$ cat config.mk
export PLATFORM = sky130hd
export DESIGN_NAME = spm_driver
export DESIGN_NICKNAME = d
export VERILOG_FILES = /design/src/rtl/spm_driver.sv
export SDC_FILE = /design/constraint.sdc
export NUM_CORES = 1
export LEC_CHECK = 0
export ABC_CLOCK_PERIOD_IN_PS = 2100
export CAP_MARGIN = 20
export CORE_AREA = 2 2 125 127
export CTS_CLUSTER_SIZE = 28
export DETAILED_ROUTE_END_ITERATION = 8
export DIE_AREA = 0 0 127 129
export SLEW_MARGIN = 20
export SYNTH_ARGS = -nofsm -noshare
export SYNTH_HDL_FRONTEND = slang
export SYNTH_SLANG_ARGS = --single-unit
$ cat constraint.sdc
create_clock -name clk -period 2.1 [get_ports clk]
set_input_delay 0.21 -clock clk [delete_from_list [all_inputs] [get_ports clk]]
set_output_delay 0.21 -clock clk [all_outputs]
set_load 0.005 [all_outputs]
$ cat src/rtl/spm_driver.sv
// rtl/spm_driver.sv - sequencer that feeds a serial-parallel multiplier and assembles its product
module spm_driver #(
    parameter int WIDTH = 32,
    parameter int P_LAT = 1
) (
    input  logic                 clk,
    input  logic                 rst,
    input  logic                 in_valid,
    output logic                 in_ready,
    input  logic [WIDTH-1:0]     in_x,
    input  logic [WIDTH-1:0]     in_y,
    output logic [WIDTH-1:0]     spm_x,
    output logic                 spm_y,
    output logic                 spm_clr,
    input  logic                 spm_p,
    output logic                 out_valid,
    input  logic                 out_ready,
    output logic [2*WIDTH-1:0]   out_p
);

    localparam int N  = 2 * WIDTH + P_LAT;
    localparam int CW = $clog2(N + 1);
    localparam logic [CW-1:0] LAST = CW'(N - 1);
    localparam logic [CW-1:0] LAT  = CW'(P_LAT);

    typedef enum logic [1:0] {IDLE, CLEAR, SHIFT, DONE} state_t;

    state_t          state;
    state_t          state_nx;
    logic [CW-1:0]   cnt;
    logic [WIDTH-1:0] y_sr;

    always_ff @(posedge clk) begin
        if (!rst) begin
            state <= IDLE;
        end else begin
            state <= state_nx;
        end
    end

    always_comb begin
        state_nx = state;
        case (state)
            IDLE:    if (in_valid) state_nx = CLEAR;
            CLEAR:   state_nx = SHIFT;
            SHIFT:   if (cnt == LAST) state_nx = DONE;
            DONE:    if (out_ready) state_nx = IDLE;
            default: state_nx = IDLE;
        endcase
    end

    assign in_ready  = (state == IDLE);
    assign out_valid = (state == DONE);

    // spm_y is registered, so the bit for the next SHIFT cycle is launched one edge early.
    always_ff @(posedge clk) begin
        if (!rst) begin
            spm_x   <= '0;
            spm_y   <= 1'b0;
            spm_clr <= 1'b0;
            out_p   <= '0;
            cnt     <= '0;
            y_sr    <= '0;
        end else begin
            spm_clr <= (state == IDLE) && in_valid;
            spm_y   <= (state_nx == SHIFT) ? y_sr[0] : 1'b0;
            case (state)
                IDLE: begin
                    if (in_valid) begin
                        spm_x <= in_x;
                        y_sr  <= in_y;
                        out_p <= '0;
                    end
                end
                CLEAR: begin
                    cnt  <= '0;
                    y_sr <= y_sr >> 1;
                end
                SHIFT: begin
                    y_sr <= y_sr >> 1;
                    if (cnt != LAST) cnt <= cnt + CW'(1);
                    // The first P_LAT product bits are still in the spm pipeline.
                    if (cnt >= LAT) out_p <= {spm_p, out_p[2*WIDTH-1:1]};
                end
                default: ;
            endcase
        end
    end

endmodule

* After elaboration in Yosys (flattened, before gate mapping)
Index checks and enable logic that the tools add are counted.
** Cells by class
- $add $sub $neg :: 1
- Order comparisons :: 1
- Equality and inequality tests :: 9
- Mux-type cells :: 11
- Reduce and logical (&&, ||, !) cells :: 11
** Operators by type and width (number)
- $mux 64 :: 2
- $pmux 64 s2 :: 1
- $pmux 32 s2 :: 1
- $mux 32 :: 1
- $pmux 7 s2 :: 1
- $pmux 2 s4 :: 1
- $reduce_and 2->1 :: 4
- $add 7x1->7 const B :: 1
- $eq 7x7->1 const B :: 1
- $ge 7x1->1 const B :: 1
- $mux 7 :: 1
- $ne 7x7->1 const B :: 1
- $eq 2x2->1 const B :: 3
- $mux 2 :: 3
- $ne 2x2->1 const B :: 3
- $reduce_bool 2->1 :: 3
- $reduce_and 3->1 :: 1
- $eq 2x1->1 const B :: 1
- $logic_not 2->1 :: 1
- $reduce_or 2->1 :: 1
- $logic_and 1x1->1 :: 1
** Storage, ports and cells
- Register bits :: 139
- Input bits :: 69
- Output and inout port bits :: 100
- Logic and storage cells :: 40

* Longest topological paths before layout
Gate-level depths: netlist (run 1).
- Depth after elaboration :: 5
- Mapped depth :: 9
- Gate-level depth less buffers :: 6

* Least setup slack after synthesis (run 1)
Ideal clock, no wire load.
- Path kind :: register -> register
- From :: register state[0]
- To :: register out_p[63]
- Setup time :: 0.059 ns
- Arrival time :: 1.738 ns
- Data required time :: 2.041 ns
- Slack :: 0.303 ns
- Stages on the path, launching flop included :: 8
- Buffers on the path :: 2
- Period minus slack after synthesis :: 1.797 ns
- Cell sequence :: dfxtp_1 > inv_1 > ha_1 > clkbuf_1 > and3_2 > nor3_4 > buf_6 > a22o_1
** Between the ends
- Word-level cells in the longest chain between the ends :: 3
- Elaborated cells between the ends (all ways) :: 7
- Those cells by class :: eq/ne (3); mux (1); reduce/logical (3)
** Ends and longest elaborated chain
- from (decl) :: line 28 : state_t state;
- from (signal assigned) :: line 37 : state <= state_nx;
- $eq 2x2->1 or $logic_not 2->1 (tied branches) :: line 67 : case (state)
- $ne 2x2->1 (no line) or $reduce_bool 2->1 (tied branches)
- $reduce_and 3->1 (no line)
- to (signal assigned) :: line 83 : if (cnt >= LAT) out_p <= {spm_p, out_p[2*WIDTH-1:1]};
- to (decl) :: line 18 : output logic [2*WIDTH-1:0] out_p
Parallel ways exist; a longest one is shown, timed or not.
A chain may end at the register's enable or synchronous reset.

* Worst setup path in the final report (run 1)
- From :: register state[1]
- To :: output port in_ready
** Between the ends
- Word-level cells in the longest chain between the ends :: 1
** Ends and longest elaborated chain
- $logic_not 2->1 :: line 52 : assign in_ready = (state == IDLE);
- to (decl) :: line 9 : output logic in_ready,
Every way passes these cells.

==> results_dict.tcl, run 1 <==
set metrics [dict create \
    required_time_of_the_critical_path_ns 1.89 \
    slew_headroom 0.531 \
    synth_area_leaders "dfxtp_1 54%, a22o_1 11%, mux2i_1 6.2%" \
    worst_max_slew_pin_slew_ns 0.699 \
    flow.area_growth_from_synthesis_pct 49.8 \
    irDropWorstVdd_v 0.000640 \
    share_comb_of_total_power 0.260 \
    seqCellArea_mm2 0.00278 \
    detail_route.wirelength_um 12700 \
    postLayoutCoreUtil 0.514 \
    reg2reg_slack_ns 0.20 \
    cellLeakagePower_nw 2.92 \
    ant_nets 0 \
    synthDominantCellAreaShare 0.541 \
    min_period_over_period 0.906 \
    post-place-ws_ns -0.111 \
    most_used_flip_flop_cell_after_synthesis "dfxtp_1" \
    worst_r2r_startpoint "state[1]$_SDFF_PN0_" \
    switchingPower_mw 2.53 \
    cts.reportedPaths.clkPinSlew_ns 0.06 \
    critical_path.reg2reg.endpoint "out_p[36]$_SDFFE_PN0P_" \
    crit_path_start_kind "register" \
    worst_ep_arrival_time_ns 1.69 \
    pin_count_of_the_biggest_net_entering_global_routing 64 \
    final_design_area_no_fill_mm2 0.00770 \
    grt_first_pass_wirelength_um 20600 \
    hold_class "input pin to register" \
    hold_path.startpoint "in_x[7]" \
    timing.critical_path.to_type "primary output" \
    status "finished, final reports clean" \
    synthesis.nets 582 \
    floorplan.core_area_mm2 0.0150 \
    number_of_antenna_violations_at_the_first_check_in_global_routing 0 \
    io_pins 169 \
    drc_errors 0 \
    fin_worst_hold_slack_ns 0.337 \
    vias_per_cell 4.93 \
    synth.yosys.seq_area_share 0.541 \
    worstPathMaxFanout 6 \
    setup_violations 0 \
    layout.cells.non_filler 881 \
    synth.ff_latch_count 139 \
    syn_area_per_cell_um2 10.2 \
    count_of_antenna_diodes_in_the_layout 0 \
    cts_num_sinks 139 \
    initial_utilization 0.343 \
    post-route-min-period_ns 1.90 \
    detailedRoute.firstPassIterationCount 4 \
    final_nets 756 \
    dp_cells 845 \
    hold_path_depth 3 \
    place_hpwl_um 8850 \
    intPower_mw 6.08 \
    netlist.top_cell.by_area "dfxtp_1" \
    tritoncts.num_buffers 17 \
    finClkSkew_ns 0.00674 \
    hold_viol_final 0 \
    ys_types 36 \
    report.final.slew_viol_count 0 \
    num-fill-cells 1351 \
    reg2reg_depth 8 \
    via_count 4339 \
    synth_enable_flop_cells 0 \
    drive_gt1_frac 0.0981 \
    rsz_0062_raised_after_global_routing "no" \
    cts_tree "built" \
    clock.fmax_ghz 0.525 \
    footprint_of_the_multi_input_gates_mm2 0.00210 \
    post_dp_cell_area_mm2 0.00705 \
    synthesis.area_mm2 0.00514 \
    power_frac_clock 0.366 \
    global_route.usage.total 0.157 \
    cts_resized 0 \
    die_height_um 129 \
    global_placer_s_final_weighted_congestion 0.729 \
    portbufs 168 \
    drt_first_iter_violations 255 \
    power.density_mw_per_mm2 1120 \
    ys_warnings 0 \
    max_cap_viol_count 0 \
    setup_tns_ns 0 \
    first_global_vias 4145 \
    fp.dieArea_mm2 0.0164 \
    rows 45 \
    gate_count_after_technology_mapping 506 \
    part_of_the_total_power_dissipated_in_sequential_elements 0.374 \
    fp.dieW_um 127 \
    synth_async_sr_flop_share 0 \
    design_power_total_mw 8.60 \
    min_delay_endpoint "spm_x[7]$_SDFFE_PN0P_" \
    clock-root-buffer "clkbuf_16" \
    cts-root-to-sink-buffers 2 \
    criticalPathCategory "register to primary output" \
    grt-ovfl-total 0 \
    clk_latency_ns 0.42 \
    switching_share 0.294 \
    post_drt_wl_per_cell_um 14.5 \
    setup_ws_ns 0.197 \
    cts-htree-levels 4 \
    cts.hold.buffers_added 0 \
]
layout by cell type (no fill, tap or decap), drive strengths merged:
cell type | netlist | layout
clkdlybuf4s50 | 0 | 168
dfxtp | 139 | 139
nand2 | 70 | 70
a22o | 63 | 63
nor2 | 41 | 41
a21oi | 40 | 40
mux2i | 32 | 32
a211oi | 31 | 31
buf | 24 | 26
clkbuf | 16 | 18
inv | 7 | 10
ha | 7 | 7
o21ai | 5 | 5
clkinv | 0 | 5
nor2b | 4 | 4
bufinv | 0 | 4
and3 | 4 | 4
nand3 | 3 | 3
nor3 | 2 | 3
nand4 | 2 | 2
mux2 | 2 | 2
nand3b | 2 | 2
nor3b | 2 | 2
clkinvlp | 0 | 2
nor4 | 2 | 2
and2 | 1 | 1
o21a | 1 | 1
a311oi | 1 | 1
a311o | 1 | 1
nand2b | 1 | 1
nand4b | 1 | 1
a41o | 1 | 1
a32oi | 1 | 1
registers in the layout (all words and copies together) (netlist names):
register and cells:
spm_y 1, cnt 7, y_sr 32, state 2, spm_x 32, spm_clr 1, out_p 64
worst max-delay path, stage by stage, from the launching register on:
cell	delay, ns
dfxtp_1	0.34
inv_1	0.09
ha_2	0.19
buf_4	0.14
clkdlybuf4s50_1	0.52
Yosys cell counts, types with 2 or more instances:
| cell type | n |
|---|---|
| dfxtp_1 | 139 |
| nand2_1 | 70 |
| a22o_1 | 63 |
| nor2_1 | 41 |
| a21oi_1 | 39 |
| mux2i_1 | 32 |
| a211oi_1 | 31 |
| clkbuf_1 | 16 |
| buf_6 | 12 |
| buf_2 | 8 |
| ha_1 | 7 |
| inv_1 | 7 |
| o21ai_0 | 5 |
| nor2b_1 | 4 |
| and3_1 | 3 |
| nand3_1 | 3 |
| buf_1 | 2 |
| buf_4 | 2 |
| mux2_2 | 2 |
| nand3b_1 | 2 |
| nand4_1 | 2 |
| nor3b_1 | 2 |
power by group through the flow:
| stage | sequential (mW) | combinational (mW) | clock [mW] |
|---|---|---|---|
| final | 3.22 | 2.23 | 3.15 |
| after global routing | 3.26 | 2.50 | 3.34 |
| after CTS | 3.22 | 2.26 | 3.21 |
| after detailed placement | 3.27 | 2.24 | 0 |
| after global placement | 3.25 | 2.19 | 0 |
| after floorplan | 3.24 | 1.51 | 0 |
cells by family (layout without fill, tap and decap cells):
family | count (synthesis) | after routing | synth area share
AOI/OAI and AO/OA | 144 | 144 | 0.206
adders and majority gates | 7 | 7 | 0.0170
buffers and inverters | 47 | 233 | 0.0552
DFF | 139 | 139 | 0.541
muxes | 34 | 34 | 0.0667
and+or+nand+nor | 135 | 136 | 0.114
per-layer routing:
| metal | vias up | track usage | wire length, um |
|---|---|---|---|
| met1 | 2012 | 0.202 | 6050 |
| met5 | - | 0 | 0 |
| li1 | 2168 | - | - |
| met4 | 0 | 0.0472 | 89 |
| met2 | 149 | 0.238 | 5550 |
| met3 | 10 | 0.0719 | 1060 |
how the worst max path moves through the flow:
| stage | startpoint | slack (ns) | end |
|---|---|---|---|
| global placement | in_valid | -0.04 | out_p[26]$_SDFFE_PN0P_ |
| detailed placement | in_valid | -0.11 | out_p[63]$_SDFFE_PN0P_ |
| CTS | state[0]$_SDFF_PN0_ | 0.09 | out_p[63]$_SDFFE_PN0P_ |
| finish | state[1]$_SDFF_PN0_ | 0.20 | in_ready |
| global route | state[0]$_SDFF_PN0_ | 0.04 | out_p[1]$_SDFFE_PN0P_ |
| floorplan | state[0]$_SDFF_PN0_ | 0.30 | out_p[63]$_SDFFE_PN0P_ |
final cells by class:
class,instances,area share
sequential,139,0.361
multi-input combinational,321,0.272
timing repair buffer,194,0.252
clock buffer,18,0.0557
tap,188,0.0305
clock inverter,14,0.0252
inverter,7,0.00341
what timing repair did:
| action | in CTS | in global routing |
|---|---|---|
| setup buffers | 0 | 3 |
| endpoints found under the hold margin | 0 | 0 |
| endpoints found under the setup margin | 41 | 41 |
| pin swaps | 1 | 1 |
| gates cloned | 1 | 0 |
Power figures use the tool's default switching activity.
==> run 2: changes to the inputs <==
- ABC_AREA: unset -> 1
- CORE_AREA: 2 2 125 127 -> 2 2 134 136
- DIE_AREA: 0 0 127 129 -> 0 0 136 138
- PLACE_DENSITY: unset -> 0.64
- SLEW_MARGIN: 20 -> unset
==> run 2 against run 1 <==
Compared with the run above:
- fmax shrank 3.1%
- core utilization shrank 3.6 points
- worst hold slack lost 0.12 ns
- non-clock buffer count shrank 8
- via count grew 33%
- wire length grew 19%
- sequential share of layout area shrank 2.9 points
- flip-flop and latch count is the same
- first-iteration DRC count grew 42%
- power grew 40%
==> results_dict.tcl, run 2 <==
set metrics [dict create \
    finClkSkew_ns 0.00930 \
    flow.area_growth_from_synthesis_pct 40.7 \
    global_route.usage.total 0.163 \
    required_time_of_the_critical_path_ns 1.89 \
    tritoncts.num_buffers 17 \
    grt_first_pass_wirelength_um 25100 \
    cts.reportedPaths.clkPinSlew_ns 0.06 \
    synth_async_sr_flop_share 0 \
    critPathCapture "in_ready" \
    post-place-ws_ns 0.215 \
    met3_wirelength_um 1080 \
    cellLeakagePower_nw 3.35 \
    worst_ep_arrival_time_ns 1.75 \
    critical_path.reg2reg.endpoint "out_p[5]$_SDFFE_PN0P_" \
    netlist.top_cell.by_area "dfxtp_1" \
    power.density_mw_per_mm2 1430 \
    drive_gt1_frac 0.0573 \
    clk_latency_ns 0.41 \
    ys_types 21 \
    final_nets 1058 \
    fin_worst_hold_slack_ns 0.214 \
    cts_num_sinks 139 \
    largest-register "out_p" \
    cts_resized 0 \
    clock.fmax_ghz 0.509 \
    place_hpwl_um 9650 \
    cts.hold.buffers_added 0 \
    worstSetupStartpoint "state[0]$_SDFF_PN0_" \
    ant_nets 0 \
    io_pins 169 \
    syn_area_per_cell_um2 7.05 \
    cts_setup_buffers 0 \
    worst_r2r_startpoint "state[0]$_SDFF_PN0_" \
    count_of_antenna_diodes_in_the_layout 0 \
    synthesis.nets 921 \
    setup_tns_ns 0 \
    rows 49 \
    detail_route.wirelength.met1_um 7180 \
    gate_count_after_technology_mapping 845 \
    pin_count_of_the_biggest_net_entering_global_routing 120 \
    synth_area_leaders "dfxtp_1 47%, nand2_1 14%, nor2_1 8.8%" \
    grt-ovfl-total 0 \
    slew_headroom 0.654 \
    wl_met2_um 6730 \
    via_count 5775 \
    initial_utilization 0.340 \
    drt_first_iter_violations 361 \
    vias_per_cell 4.72 \
    die_height_um 138 \
    worst_max_slew_pin_slew_ns 0.516 \
    topRoutingLayerUsed "met4" \
    postLayoutCoreUtil 0.478 \
    synth.ff_latch_count 139 \
    synthDominantCellAreaShare 0.467 \
    worstPathMaxFanout 5 \
    first_global_vias 5168 \
    setup_ws_ns 0.136 \
    number_of_antenna_violations_at_the_first_check_in_global_routing 0 \
    crit_path_start_kind "register" \
    clock-root-buffer "clkbuf_16" \
    synth.yosys.seq_area_share 0.467 \
    most_used_flip_flop_cell_after_synthesis "dfxtp_1" \
    synthesis.area_mm2 0.00596 \
    min_period_over_period 0.935 \
    hold_viol_final 0 \
    cts-htree-levels 4 \
    reg2reg_slack_ns 0.20 \
    setup_violations 0 \
    final_common_cell "nand2_1" \
    biggestRegsByFlops "out_p (64), spm_x (32), y_sr (32)" \
    rsz_0062_raised_after_global_routing "no" \
    ys_warnings 0 \
    detailedRoute.firstPassIterationCount 7 \
    drc_errors 0 \
    timing.critical_path.to_type "primary output" \
    fp.dieArea_mm2 0.0188 \
    floorplan.core_area_mm2 0.0175 \
    max_cap_viol_count 0 \
    report.final.slew_viol_count 0 \
    largest_register_ff_count 64 \
    yosysMostFrequentCell "nand2_1" \
    synthTopCellsByCount "219 x nand2_1, 139 x dfxtp_1, 139 x nor2_1" \
    post-route-min-period_ns 1.96 \
    hold_class "input pin to register" \
    layout_common_cells "219 x nand2_1, 167 x clkdlybuf4s50_1, 139 x nor2_1, 139 x dfxtp_1, 78 x nand3_1" \
    synth_enable_flop_cells 0 \
    irDropWorstVdd_v 0.000604 \
    criticalPathCategory "register to primary output" \
    reg2reg_depth 10 \
    cts-root-to-sink-buffers 2 \
    status "finished, final reports clean" \
    post_drt_wl_per_cell_um 12.4 \
    fp.dieW_um 136 \
    portbufs 168 \
    detail_route.wirelength_um 15100 \
    global_placer_s_final_weighted_congestion 0.813 \
    cts_tree "built" \
]
## run 2: cell count changes in the layout (fill, tap and decap cells not counted), moves of 4 or more
cell and change:
o21ai_1 +28, inv_1 +7, a21oi_1 +34, buf_4 -9, nor2_1 +99, o21ai_0 +34, a31oi_1 +31, a211oi_1 -31
a22o_1 -63, mux2i_1 -32, nand2_1 +149, nand3_1 +75, nor2b_1 -4
## run 2: stage by stage
stage	area (um^2)	instances	total power, mW
2_1_floorplan	5960	845	7.07
3_3_place_gp	7820	1192	9.19
3_5_place_dp	7820	1192	9.27
4_1_cts	8380	1223	12.2
5_1_grt	8380	1223	13.0
6_report	8380	1223	12.0
## run 2: how the worst min path moves through the flow
stage	slack, ns	depth (start not counted)	end	start
after floorplan	0.37	2	y_sr[0]$_SDFFE_PN0P_	in_y[0]
after global placement	0.45	2	y_sr[31]$_SDFFE_PN0P_	y_sr[31]$_SDFFE_PN0P_
after detailed placement	0.46	2	spm_y$_SDFF_PN0_	y_sr[0]$_SDFFE_PN0P_
after CTS	0.18	3	out_p[28]$_SDFFE_PN0P_	rst
after global routing	0.20	3	out_p[32]$_SDFFE_PN0P_	rst
final	0.21	3	out_p[28]$_SDFFE_PN0P_	rst
## run 2: final cells by class
| type | count | area, um^2 |
|---|---|---|
| Fill cell | 1808 | 9150 |
| Multi-Input combinational cell | 621 | 2790 |
| Sequential cell | 139 | 2780 |
| Timing Repair Buffer | 186 | 1900 |
| Clock buffer | 20 | 467 |
| Tap cell | 229 | 287 |
| Clock inverter | 11 | 95.1 |
| Inverter | 17 | 63.8 |
## run 2: per-layer routing
metal | vias up | track usage
met5 | - | 0
met4 | 0 | 0.0559
met3 | 7 | 0.0561
met2 | 143 | 0.245
met1 | 2574 | 0.216
li1 | 3051 | -
## run 2: cells by family (layout without fill, tap and decap cells)
family	after synthesis	after routing	share of synthesized area
buffers and inverters	85	234	0.0687
and+or+nand+nor	441	441	0.297
AOI/OAI and AO/OA	173	173	0.153
adders and majority gates	7	7	0.0147
DFF	139	139	0.467
## run 2: worst max-delay path, stage by stage, from the launching register on
cell and delay [ns]:
dfxtp_1 0.33, inv_1 0.10, ha_1 0.32, clkdlybuf4s50_1 0.60
## run 2: report_power, final
part | internal, mW | switching [mW]
sequential | 3.55 | 0.631
combinational | 2.52 | 2.48
clock | 1.71 | 1.14
total | 7.77 | 4.25
==> run 3: changes to the inputs <==
- CAP_MARGIN: 20 -> 5
- CTS_BUF_LIST: unset -> sky130_fd_sc_hd__clkbuf_8 sky130_fd_sc_hd__clkbuf_16
==> results of run 3 <==
Same layout as run 2: the final DEF is identical, and so are final timing and power.
